`src/rtl/axis_pkg.sv`:
```
// Shared definitions for the AXI-Stream packet FIFO slice.
//   ptr_width()  - address width for a storage array of a given depth
//   axis_beat_t  - stored beat layout {last, data} at the default bus width;
//                  modules with other widths keep the same {last, data} order
package axis_pkg;

  localparam int AXIS_DEFAULT_DW = 8;

  // Address width for a power-of-2 depth (depth >= 2).
  function automatic int ptr_width(input int depth);
    return (depth > 1) ? $clog2(depth) : 1;
  endfunction

  typedef struct packed {
    logic                       last;
    logic [AXIS_DEFAULT_DW-1:0] data;
  } axis_beat_t;

endpackage

```
`src/rtl/axis_fifo_mem.sv`:
```
// Simple dual-port storage array: registered write, asynchronous read.
// Ports:
//   clk_i      - write clock
//   wr_en_i    - write strobe
//   wr_addr_i  - write address
//   wr_data_i  - write data
//   rd_addr_i  - read address
//   rd_data_o  - read data (combinational from rd_addr_i)
module axis_fifo_mem
  import axis_pkg::*;
#(
  parameter int WIDTH = 9,
  parameter int DEPTH = 16,
  parameter int AW    = ptr_width(DEPTH)
) (
  input  logic             clk_i,
  input  logic             wr_en_i,
  input  logic [AW-1:0]    wr_addr_i,
  input  logic [WIDTH-1:0] wr_data_i,
  input  logic [AW-1:0]    rd_addr_i,
  output logic [WIDTH-1:0] rd_data_o
);

  logic [WIDTH-1:0] mem_q [DEPTH];

  // Storage is not reset: validity is tracked entirely by the pointers.
  always_ff @(posedge clk_i) begin
    if (wr_en_i) begin
      mem_q[wr_addr_i] <= wr_data_i;
    end
  end

  assign rd_data_o = mem_q[rd_addr_i];

endmodule

```
`src/rtl/axis_pkt_fifo.sv`:
```
// AXI-Stream buffer placed downstream of the 2:1 mux. First-word fall-through
// FIFO; in packet mode the output is held until a full TLAST-terminated
// packet is stored, unless a single packet overflows the buffer, in which
// case it is released early (force_rel) and pkt_overrun latches.
// Handshake: a beat moves on a port only in a cycle where valid and ready are
// both high at the rising edge; valid never waits on ready, and the master
// side holds DATA_out/TLAST_out stable while TVALID_out=1 and TREADY_out=0.
// Ports:
//   ACLK, ARESETn                       - clock, async active-low reset
//   DATA_in/TVALID_in/TLAST_in/TREADY_in - slave side (from the mux)
//   DATA_out/TVALID_out/TLAST_out/TREADY_out - master side
//   fill_level, pkt_count               - stored beats / complete packets
//   full, empty, pkt_overrun            - status
module axis_pkt_fifo
  import axis_pkg::*;
#(
  parameter int DATA_WIDTH = 8,
  parameter int DEPTH      = 16,
  parameter int PKT_MODE   = 1
) (
  input  logic                       ACLK,
  input  logic                       ARESETn,
  input  logic [DATA_WIDTH-1:0]      DATA_in,
  input  logic                       TVALID_in,
  input  logic                       TLAST_in,
  output logic                       TREADY_in,
  output logic [DATA_WIDTH-1:0]      DATA_out,
  output logic                       TVALID_out,
  output logic                       TLAST_out,
  input  logic                       TREADY_out,
  output logic [$clog2(DEPTH):0]     fill_level,
  output logic [$clog2(DEPTH):0]     pkt_count,
  output logic                       full,
  output logic                       empty,
  output logic                       pkt_overrun
);

  localparam int PTR_W = ptr_width(DEPTH);
  localparam int CNT_W = PTR_W + 1;
  localparam logic [CNT_W-1:0] DEPTH_C = CNT_W'(DEPTH);

  // Same {last, data} layout as axis_beat_t, sized to this instance.
  typedef struct packed {
    logic                  last;
    logic [DATA_WIDTH-1:0] data;
  } beat_t;

  logic [PTR_W-1:0] wr_ptr_q, wr_ptr_d;
  logic [PTR_W-1:0] rd_ptr_q, rd_ptr_d;
  logic [CNT_W-1:0] fill_q, fill_d;
  logic [CNT_W-1:0] pkt_q, pkt_d;
  logic             rdy_q;
  logic             force_rel_q, force_rel_d;
  logic             overrun_q, overrun_d;

  beat_t wr_beat, rd_beat;
  logic  wr_en, rd_en;

  assign wr_beat = '{last: TLAST_in, data: DATA_in};

  axis_fifo_mem #(
    .WIDTH (DATA_WIDTH + 1),
    .DEPTH (DEPTH),
    .AW    (PTR_W)
  ) u_mem (
    .clk_i     (ACLK),
    .wr_en_i   (wr_en),
    .wr_addr_i (wr_ptr_q),
    .wr_data_i (wr_beat),
    .rd_addr_i (rd_ptr_q),
    .rd_data_o (rd_beat)
  );

  assign full       = (fill_q == DEPTH_C);
  assign empty      = (fill_q == '0);
  // Ready depends only on registered state, never on TREADY_out.
  assign TREADY_in  = rdy_q & ~full;
  assign TVALID_out = ~empty & ((PKT_MODE == 0) | (pkt_q != '0) | force_rel_q);
  assign DATA_out   = rd_beat.data;
  assign TLAST_out  = rd_beat.last;
  assign fill_level = fill_q;
  assign pkt_count  = pkt_q;
  assign pkt_overrun = overrun_q;

  assign wr_en = TVALID_in & TREADY_in;
  assign rd_en = TVALID_out & TREADY_out;

  always_comb begin
    // Power-of-2 depth: pointers wrap by natural overflow.
    wr_ptr_d    = wr_ptr_q + PTR_W'(wr_en);
    rd_ptr_d    = rd_ptr_q + PTR_W'(rd_en);
    fill_d      = fill_q;
    pkt_d       = pkt_q;
    force_rel_d = force_rel_q;
    overrun_d   = overrun_q;

    case ({wr_en, rd_en})
      2'b10:   fill_d = fill_q + 1'b1;
      2'b01:   fill_d = fill_q - 1'b1;
      default: fill_d = fill_q;
    endcase

    case ({wr_en & TLAST_in, rd_en & rd_beat.last})
      2'b10:   pkt_d = pkt_q + 1'b1;
      2'b01:   pkt_d = pkt_q - 1'b1;
      default: pkt_d = pkt_q;
    endcase

    if (PKT_MODE != 0) begin
      if (rd_en && rd_beat.last) begin
        force_rel_d = 1'b0;
      end
      // Buffer full with no terminated packet: the packet is larger than the
      // buffer, so drain it rather than deadlock. No stored TLAST exists in
      // this state, so the clear above cannot coincide with it.
      if (full && (pkt_q == '0)) begin
        force_rel_d = 1'b1;
        overrun_d   = 1'b1;
      end
    end
  end

  always_ff @(posedge ACLK or negedge ARESETn) begin
    if (!ARESETn) begin
      wr_ptr_q    <= '0;
      rd_ptr_q    <= '0;
      fill_q      <= '0;
      pkt_q       <= '0;
      rdy_q       <= 1'b0;
      force_rel_q <= 1'b0;
      overrun_q   <= 1'b0;
    end else begin
      wr_ptr_q    <= wr_ptr_d;
      rd_ptr_q    <= rd_ptr_d;
      fill_q      <= fill_d;
      pkt_q       <= pkt_d;
      rdy_q       <= 1'b1;
      force_rel_q <= force_rel_d;
      overrun_q   <= overrun_d;
    end
  end

endmodule
```
`config.mk`:
```
export PLATFORM = sky130hd
export DESIGN_NAME = axis_pkt_fifo
export DESIGN_NICKNAME = d
export VERILOG_FILES = /design/src/rtl/axis_pkg.sv /design/src/rtl/axis_fifo_mem.sv /design/src/rtl/axis_pkt_fifo.sv
export SDC_FILE = /design/constraint.sdc
export NUM_CORES = 1
export LEC_CHECK = 0
export CAP_MARGIN = 5
export CORE_MARGIN = 3
export CORE_UTILIZATION = 55
export CTS_CLUSTER_DIAMETER = 40
export DETAILED_ROUTE_END_ITERATION = 8
export GPL_TIMING_DRIVEN = 0
export PLACE_DENSITY = 0.74
export SLEW_MARGIN = 30
export SYNTH_ARGS = -nofsm -noshare
export SYNTH_HDL_FRONTEND = slang
export SYNTH_SLANG_ARGS = --single-unit
```
`constraint.sdc`:
```
create_clock -name ACLK -period 5.2 [get_ports ACLK]
set_input_delay 1.04 -clock ACLK [delete_from_list [all_inputs] [get_ports ACLK]]
set_output_delay 1.04 -clock ACLK [all_outputs]
set_load 0.02 [all_outputs]
```
* Word-level counts from Yosys, hierarchy flattened
Memory sizes are Yosys's and may differ from the RTL's. Index checks and enable logic that the tools add are counted.
Storage, ports and cells: register bits after elaboration 21, RAM bits 144, bits of input ports 13, output and inout bits 24, logic and storage cells 42, memories kept 1
Memories:
- u_mem.mem_q | words 16, bits a word 9, rd ports 1, clocked after Yosys merged registers in 0, wr ports 1, RTL line axis_fifo_mem.sv:24 | logic [WIDTH-1:0] mem_q [DEPTH];
Operators by class: $add $sub $neg 6, equality and inequality tests 5, mux-type cells 6, bitwise logic cells 9, reduce and logical (&&, ||, !) cells 8
Operator list (count):
- 5-bit case mux with 2 select lines | 2
- 5-bit by 1-bit adder with 5-bit output, second input constant | 2
- 5-bit logical NOT | 2
- 5-bit by 1-bit subtractor with 5-bit output, second input constant | 2
- 4-bit by 1-bit adder with 4-bit output | 2
- 1-bit bitwise AND | 6
- 2-bit nonzero test | 3
- 5-bit equality test, second input constant | 1
- 5-bit nonzero test | 1
- 2-bit by 1-bit equality test with 1-bit output, second input constant | 2
- 2-bit equality test, second input constant | 2
- 1-bit two-way mux | 4
- 1-bit logical AND | 2
- 1-bit NOT | 2
- 1-bit OR | 1

* Longest topological paths before layout
depth in word-level cells 7, depth in mapped cells 12, depth with buffers taken out 12

* Cells and area by module
A second synthesis with hierarchy kept.
Unflattened totals: cells, all modules 353, area total of the unflattened synthesis 6769.0 um^2
Modules (own cells, without submodules):
- axis_fifo_mem | times used 1, cells an instance 245, area each 5600.4 um^2, seq. area each 4324.1 um^2
- axis_pkt_fifo | times used 1, cells an instance 108, area each 1168.6 um^2, seq. area each 525.5 um^2

* Least setup slack after synthesis
OpenSTA, ideal clock, no wires.
kind flip-flop to flip-flop, from register fill_q[1] (netlist: fill_level[1]), to register pkt_q[4] (netlist: pkt_count[4]), arrival 3.228 ns, data required time 5.069 ns, setup slack 1.840 ns, stages on the path, launching flop included 12, path buffers 0, clock period less this slack 3.360 ns, cell sequence dfrtp_1 or3_1 nor3_1 a31oi_1 and3_4 ha_1 fa_1 a21o_1 a21oi_1 xor2_1 nor2_1 xor2_1
On the way: word-level cells in the longest chain between the ends 7
RTL lines:
- start, declared | RTL line axis_pkt_fifo.sv:50 | logic [CNT_W-1:0] fill_q, fill_d;
- start signal, assigned | RTL line axis_pkt_fifo.sv:135 | fill_q <= fill_d;
- 5-bit logical NOT * | RTL line axis_pkt_fifo.sv:75 | assign empty = (fill_q == '0);
- net empty | RTL line axis_pkt_fifo.sv:34 | output logic empty,
- 1-bit NOT * | RTL line axis_pkt_fifo.sv:78 | assign TVALID_out = ~empty & ((PKT_MODE == 0) | (pkt_q != '0) | force_rel_q);
- 1-bit bitwise AND * | RTL line axis_pkt_fifo.sv:78
- net TVALID_out | RTL line axis_pkt_fifo.sv:28 | output logic TVALID_out,
- 1-bit bitwise AND * | RTL line axis_pkt_fifo.sv:86 | assign rd_en = TVALID_out & TREADY_out;
- 1-bit bitwise AND * | RTL line axis_pkt_fifo.sv:103 | case ({wr_en & TLAST_in, rd_en & rd_beat.last})
- 2-bit by 1-bit equality test with 1-bit output / 2-bit equality test (equally long branches) | RTL line axis_pkt_fifo.sv:103
- 5-bit case mux with 2 select lines / 2-bit nonzero test (equally long branches)
- end signal, assigned | RTL line axis_pkt_fifo.sv:136 | pkt_q <= pkt_d;
- end, declared | RTL line axis_pkt_fifo.sv:51 | logic [CNT_W-1:0] pkt_q, pkt_d;
Mark *: on every way through the listed nets, which the timed path passes. The rest lies on a longest branch. A chain may end at the register's enable or synchronous reset.

* Final worst setup path
from register rd_ptr_q[1], to output DATA_out[7]
On the way: word-level cells in the longest chain between the ends 1
RTL lines:
- start, declared | RTL line axis_pkt_fifo.sv:49 | logic [PTR_W-1:0] rd_ptr_q, rd_ptr_d;
- start signal, assigned | RTL line axis_pkt_fifo.sv:134 | rd_ptr_q <= rd_ptr_d;
- memory 16 x 9 bit
- end, declared | RTL line axis_pkt_fifo.sv:27 | output logic [DATA_WIDTH-1:0] DATA_out,
No other way between the ends.

==> impl_table.tex <==
\begin{tabular}{lr}
\hline
Metric & Value \\
\hline
\multicolumn{2}{l}{\textbf{Outcome}} \\
\quad Outcome & complete, no violations \\
\multicolumn{2}{l}{\textbf{Route}} \\
\quad Metal2 WL & 6052 µm \\
\quad Count of unresolved DRC violations after routing & 0 \\
\quad Met1 layer wirelength in the final routing & approximately 5400 µm \\
\quad ANT nets after route & 0 \\
\quad DR vias & roughly 3300 \\
\quad Highest routing layer actually used & met4 \\
\quad Vias per inst & 6.069 \\
\quad WL/cell & about 23 µm \\
\quad TritonRoute pass-1 iters & 4 \\
\quad Routed wire length & approximately 13000 µm \\
\quad DRC violation total after the first TritonRoute iteration & roughly 250 \\
\quad Routed wire length on met3 & between 900 and 1000 µm \\
\multicolumn{2}{l}{\textbf{Finish}} \\
\quad Diodes inserted & 0 \\
\quad Fill count & 751 \\
\quad Growth of design area from synthesis to finish & 17.57\% \\
\quad Multi-input combinational cell area & 1819 µm² \\
\quad Proportion of layout cells with a drive suffix above 1 & 0.1675 \\
\quad Area occupied by registers & 4850 µm² \\
\quad \# nets final & $\sim$410 \\
\multicolumn{2}{l}{\textbf{Yosys}} \\
\quad Fraction of registers with async set/reset & 0.1273 \\
\quad Cells after synthesis & 322 \\
\quad Total standard cell area after synthesis & slightly below 7000 µm² \\
\quad Number of nets in the synthesized netlist & around 350 \\
\quad Fraction of the mapped netlist area in compound gates & 0.01299 \\
\quad Distinct cells, synth & 35 \\
\quad Area fraction in and, or, nand and nor cells after synthesis & 0.03284 \\
\quad Dominant combinational cell family by area after synthesis & multiplexers \\
\quad Mux contribution to synthesized area & 0.1724 \\
\quad Area share of the largest cell type after synthesis & 0.6413 \\
\quad Top cell type by total area after synthesis & sky130\_fd\_sc\_hd\_\_edfxtp\_1 \\
\quad XOR/XNOR share of the synthesized area & 0.01689 \\
\quad Cell types with the highest counts after synthesis & 144 x sky130\_fd\_sc\_hd\_\_edfxtp\_1, 32 x sky130\_fd\_sc\_hd\_\_mux4\_1, 21 x sky130\_fd\_sc\_hd\_\_dfrtp\_1 \\
\quad Most used flip-flop cell after synthesis & sky130\_fd\_sc\_hd\_\_edfxtp\_1 \\
\quad Yosys warning count & 0 \\
\quad Cell with the most instances after synthesis & sky130\_fd\_sc\_hd\_\_edfxtp\_1 \\
\quad Post-synthesis average cell area & $\sim$21 µm² \\
\quad Share of synthesized area occupied by flip-flops and latches & 0.7192 \\
\quad Number of storage elements in the synthesis netlist & approximately 170 \\
\quad Leading cell types by total area after synthesis & sky130\_fd\_sc\_hd\_\_edfxtp\_1 64\%, sky130\_fd\_sc\_hd\_\_mux4\_1 12\%, sky130\_fd\_sc\_hd\_\_dfrtp\_1 7.8\% \\
\quad Arithmetic-cell share of the synthesized area counting full adders, half adders and majority gates & 0.02821 \\
\quad Number of enable-type register cells in the synthesized netlist & roughly 140 \\
\multicolumn{2}{l}{\textbf{Floorplan}} \\
\quad Die width & between 100 and 150 µm \\
\quad Vertical die dimension & about 120 µm \\
\quad Number of primary I/O pins & 37 \\
\quad Die Area & around 14000 µm² \\
\quad Area of the core region & between 10000 and 15000 µm² \\
\quad Row count & 39 \\
\quad Starting Density & 0.5757 \\
\multicolumn{2}{l}{\textbf{Clock network}} \\
\quad Clock latency reported for the late side of the worst-skew pair & between 0.4 and 0.5 ns \\
\quad H-Tree Depth & 4 \\
\quad CTS Buf Count & 17 \\
\quad Worst-case clock buffer depth & 2 \\
\quad \# Post-CTS Setup Buffers & 0 \\
\quad Cell chosen for the clock root & sky130\_fd\_sc\_hd\_\_clkbuf\_16 \\
\quad Post-cts sizing count & 0 \\
\quad Hold buffer count at CTS & 0 \\
\quad Clock transition time at the flip-flop clock pins of the worst setup and hold paths & around 0.06 ns \\
\quad CTS tree & built \\
\quad Number of sinks driven by the clock tree & 165 \\
\multicolumn{2}{l}{\textbf{Timing}} \\
\quad Actual transition at the worst max-transition pin & between 0.8 and 0.9 ns \\
\quad Achievable frequency & $\sim$240 MHz \\
\quad Sum Neg Setup Slack & 0 ns \\
\quad Fin crit share & 0.7886 \\
\quad Worst setup skew after layout & slightly above 0.006 ns \\
\quad RSZ-0062 raised after global routing & false \\
\quad Slew Limit Headroom & 0.4102 \\
\quad Final count of hold timing violations & 0 \\
\quad Number of pins exceeding their max-slew limit in the final report & 0 \\
\quad Number of failing setup endpoints in the final timing report & 0 \\
\quad Minimum clock period & 4.101 ns \\
\multicolumn{2}{l}{\textbf{Global route}} \\
\quad Number of antenna violations at the first check in global routing & 0 \\
\quad Global route overflow & 0 \\
\quad Tot GR Track Use & 0.2049 \\
\quad Global-route wire length before repair & between 15000 and 20000 µm \\
\quad Largest net degree at the start of global routing & 22 \\
\quad Number of global-route vias before repair & 3240 \\
\multicolumn{2}{l}{\textbf{Power and ir drop}} \\
\quad Power Total & about 0.0044 W \\
\quad P per Cell Area & about 560 nW/µm² \\
\quad Peak supply drop & 338.8 µV \\
\quad Leakage power total & around 2.8 nW \\
\multicolumn{2}{l}{\textbf{Flow run}} \\
\quad Maximum Capacitance Violations & 0 \\
\multicolumn{2}{l}{\textbf{Place}} \\
\quad Number of buffers inserted by port buffering & 36 \\
\quad Estimated wirelength of the detail-placed design & 8104 µm \\
\quad Routability congestion estimate from global placement & between 0.7 and 0.8 \\
\multicolumn{2}{l}{\textbf{Setup path}} \\
\quad Data arrival time at the worst-slack endpoint & around 3.1 ns \\
\quad CP Launch Type & flop \\
\quad R2R Setup Slk & approximately 1.9 ns \\
\quad Critical path required time & between 4 and 5 ns \\
\quad CP Capture Type & output port \\
\quad Worst-path fanout max & 10 \\
\quad Crit Path Category & reg -> out \\
\multicolumn{2}{l}{\textbf{Min path}} \\
\quad Classification of the worst-slack hold path & reg -> reg \\
\hline
\end{tabular}
## layout make-up
| cell class | count | share of cell area |
|---|---|---|
| clock inverter | 13 | 0.01657 |
| tap | 143 | 0.02257 |
| buffer | 14 | 0.01121 |
| clock buffer | 19 | 0.05461 |
| timing repair buffer | 40 | 0.05051 |
| multi-input combinational | 136 | 0.2295 |
| inverter | 7 | 0.003314 |
| sequential | 165 | 0.6117 |
## cells by family after synthesis
group,count (synthesis)
DFF,165
AOI/OAI and AO/OA,15
and+or+nand+nor,44
muxes,49
xor gates and xnor gates,13
other,1
buffers and inverters,21
adders and majority gates,14
## critical path, cell delays in order (launching register included)
cell and delay (ns):
sky130_fd_sc_hd__dfrtp_1 0.34, sky130_fd_sc_hd__buf_2 0.25, sky130_fd_sc_hd__clkbuf_1 0.58, sky130_fd_sc_hd__mux4_1 0.42, sky130_fd_sc_hd__mux4_2 0.49, sky130_fd_sc_hd__clkdlybuf4s50_1 0.55
## per-layer routing
layer / GRT usage / vias up
met5: 0 / -
met4: 0.05734 / 0
met3: 0.06425 / 16
met2: 0.3117 / 107
met1: 0.2920 / 1689
li1: - / 1447
## state kept, by name, summed over array words and instances (netlist names)
register	cells
pkt_overrun	1
u_mem.mem_q	144
fill_level	5
rdy_q	1
wr_ptr_q	4
rd_ptr_q	4
force_rel_q	1
pkt_count	5
## metrics by stage
stage	instances	cell area [µm²]	hold WS, ns	util	worst slack, ns
3_5_place_dp	505	7352	0.4727	0.6278	1.475
2_1_floorplan	322	6743	0.4728	-	1.840
4_1_cts	537	7916	0.4864	0.6760	1.032
6_report	537	7928	0.4814	0.6769	1.099
5_1_grt	537	7928	0.4943	0.6769	0.9579
3_3_place_gp	501	7282	0.4657	0.6218	1.367
## worst paths after layout
| check | start | to | cells past startpoint |
|---|---|---|---|
| setup / recovery | rd_ptr_q[1] | DATA_out[7] | 5 |
| hold / removal | pkt_overrun | pkt_overrun | 1 |
| setup reg to reg | rd_ptr_q[0] | pkt_count[4] | 12 |
| hold reg to reg | pkt_overrun | pkt_overrun | 1 |
| max in group asynchronous | ARESETn | rd_ptr_q[1] | 1 |
| min in group asynchronous | ARESETn | fill_level[4] | 1 |
## cells in the final DEF (no fill, tap or decap), types with 5 or more instances in the layout
cell type                         count
sky130_fd_sc_hd__nand2_1              7
sky130_fd_sc_hd__ha_1                12
sky130_fd_sc_hd__dfrtp_1             21
sky130_fd_sc_hd__o21ai_0              5
sky130_fd_sc_hd__xor2_1               8
sky130_fd_sc_hd__nor2_1               6
sky130_fd_sc_hd__mux4_2              12
sky130_fd_sc_hd__mux4_1              32
sky130_fd_sc_hd__inv_1                7
sky130_fd_sc_hd__buf_6                7
sky130_fd_sc_hd__nor2_2               8
sky130_fd_sc_hd__xnor2_1              5
sky130_fd_sc_hd__clkbuf_16           17
sky130_fd_sc_hd__edfxtp_1           144
sky130_fd_sc_hd__clkbuf_1            10
sky130_fd_sc_hd__clkdlybuf4s50_1     35
## where the power goes
group | switching, W | leakage [nW] | internal (W) | total, W
sequential | 0.0000885 | 1.55 | 0.00158 | 0.00167
combinational | 0.000789 | 0.961 | 0.000786 | 0.00157
clock | 0.000489 | 0.269 | 0.000703 | 0.00119
(Power assumes the default switching activity.)
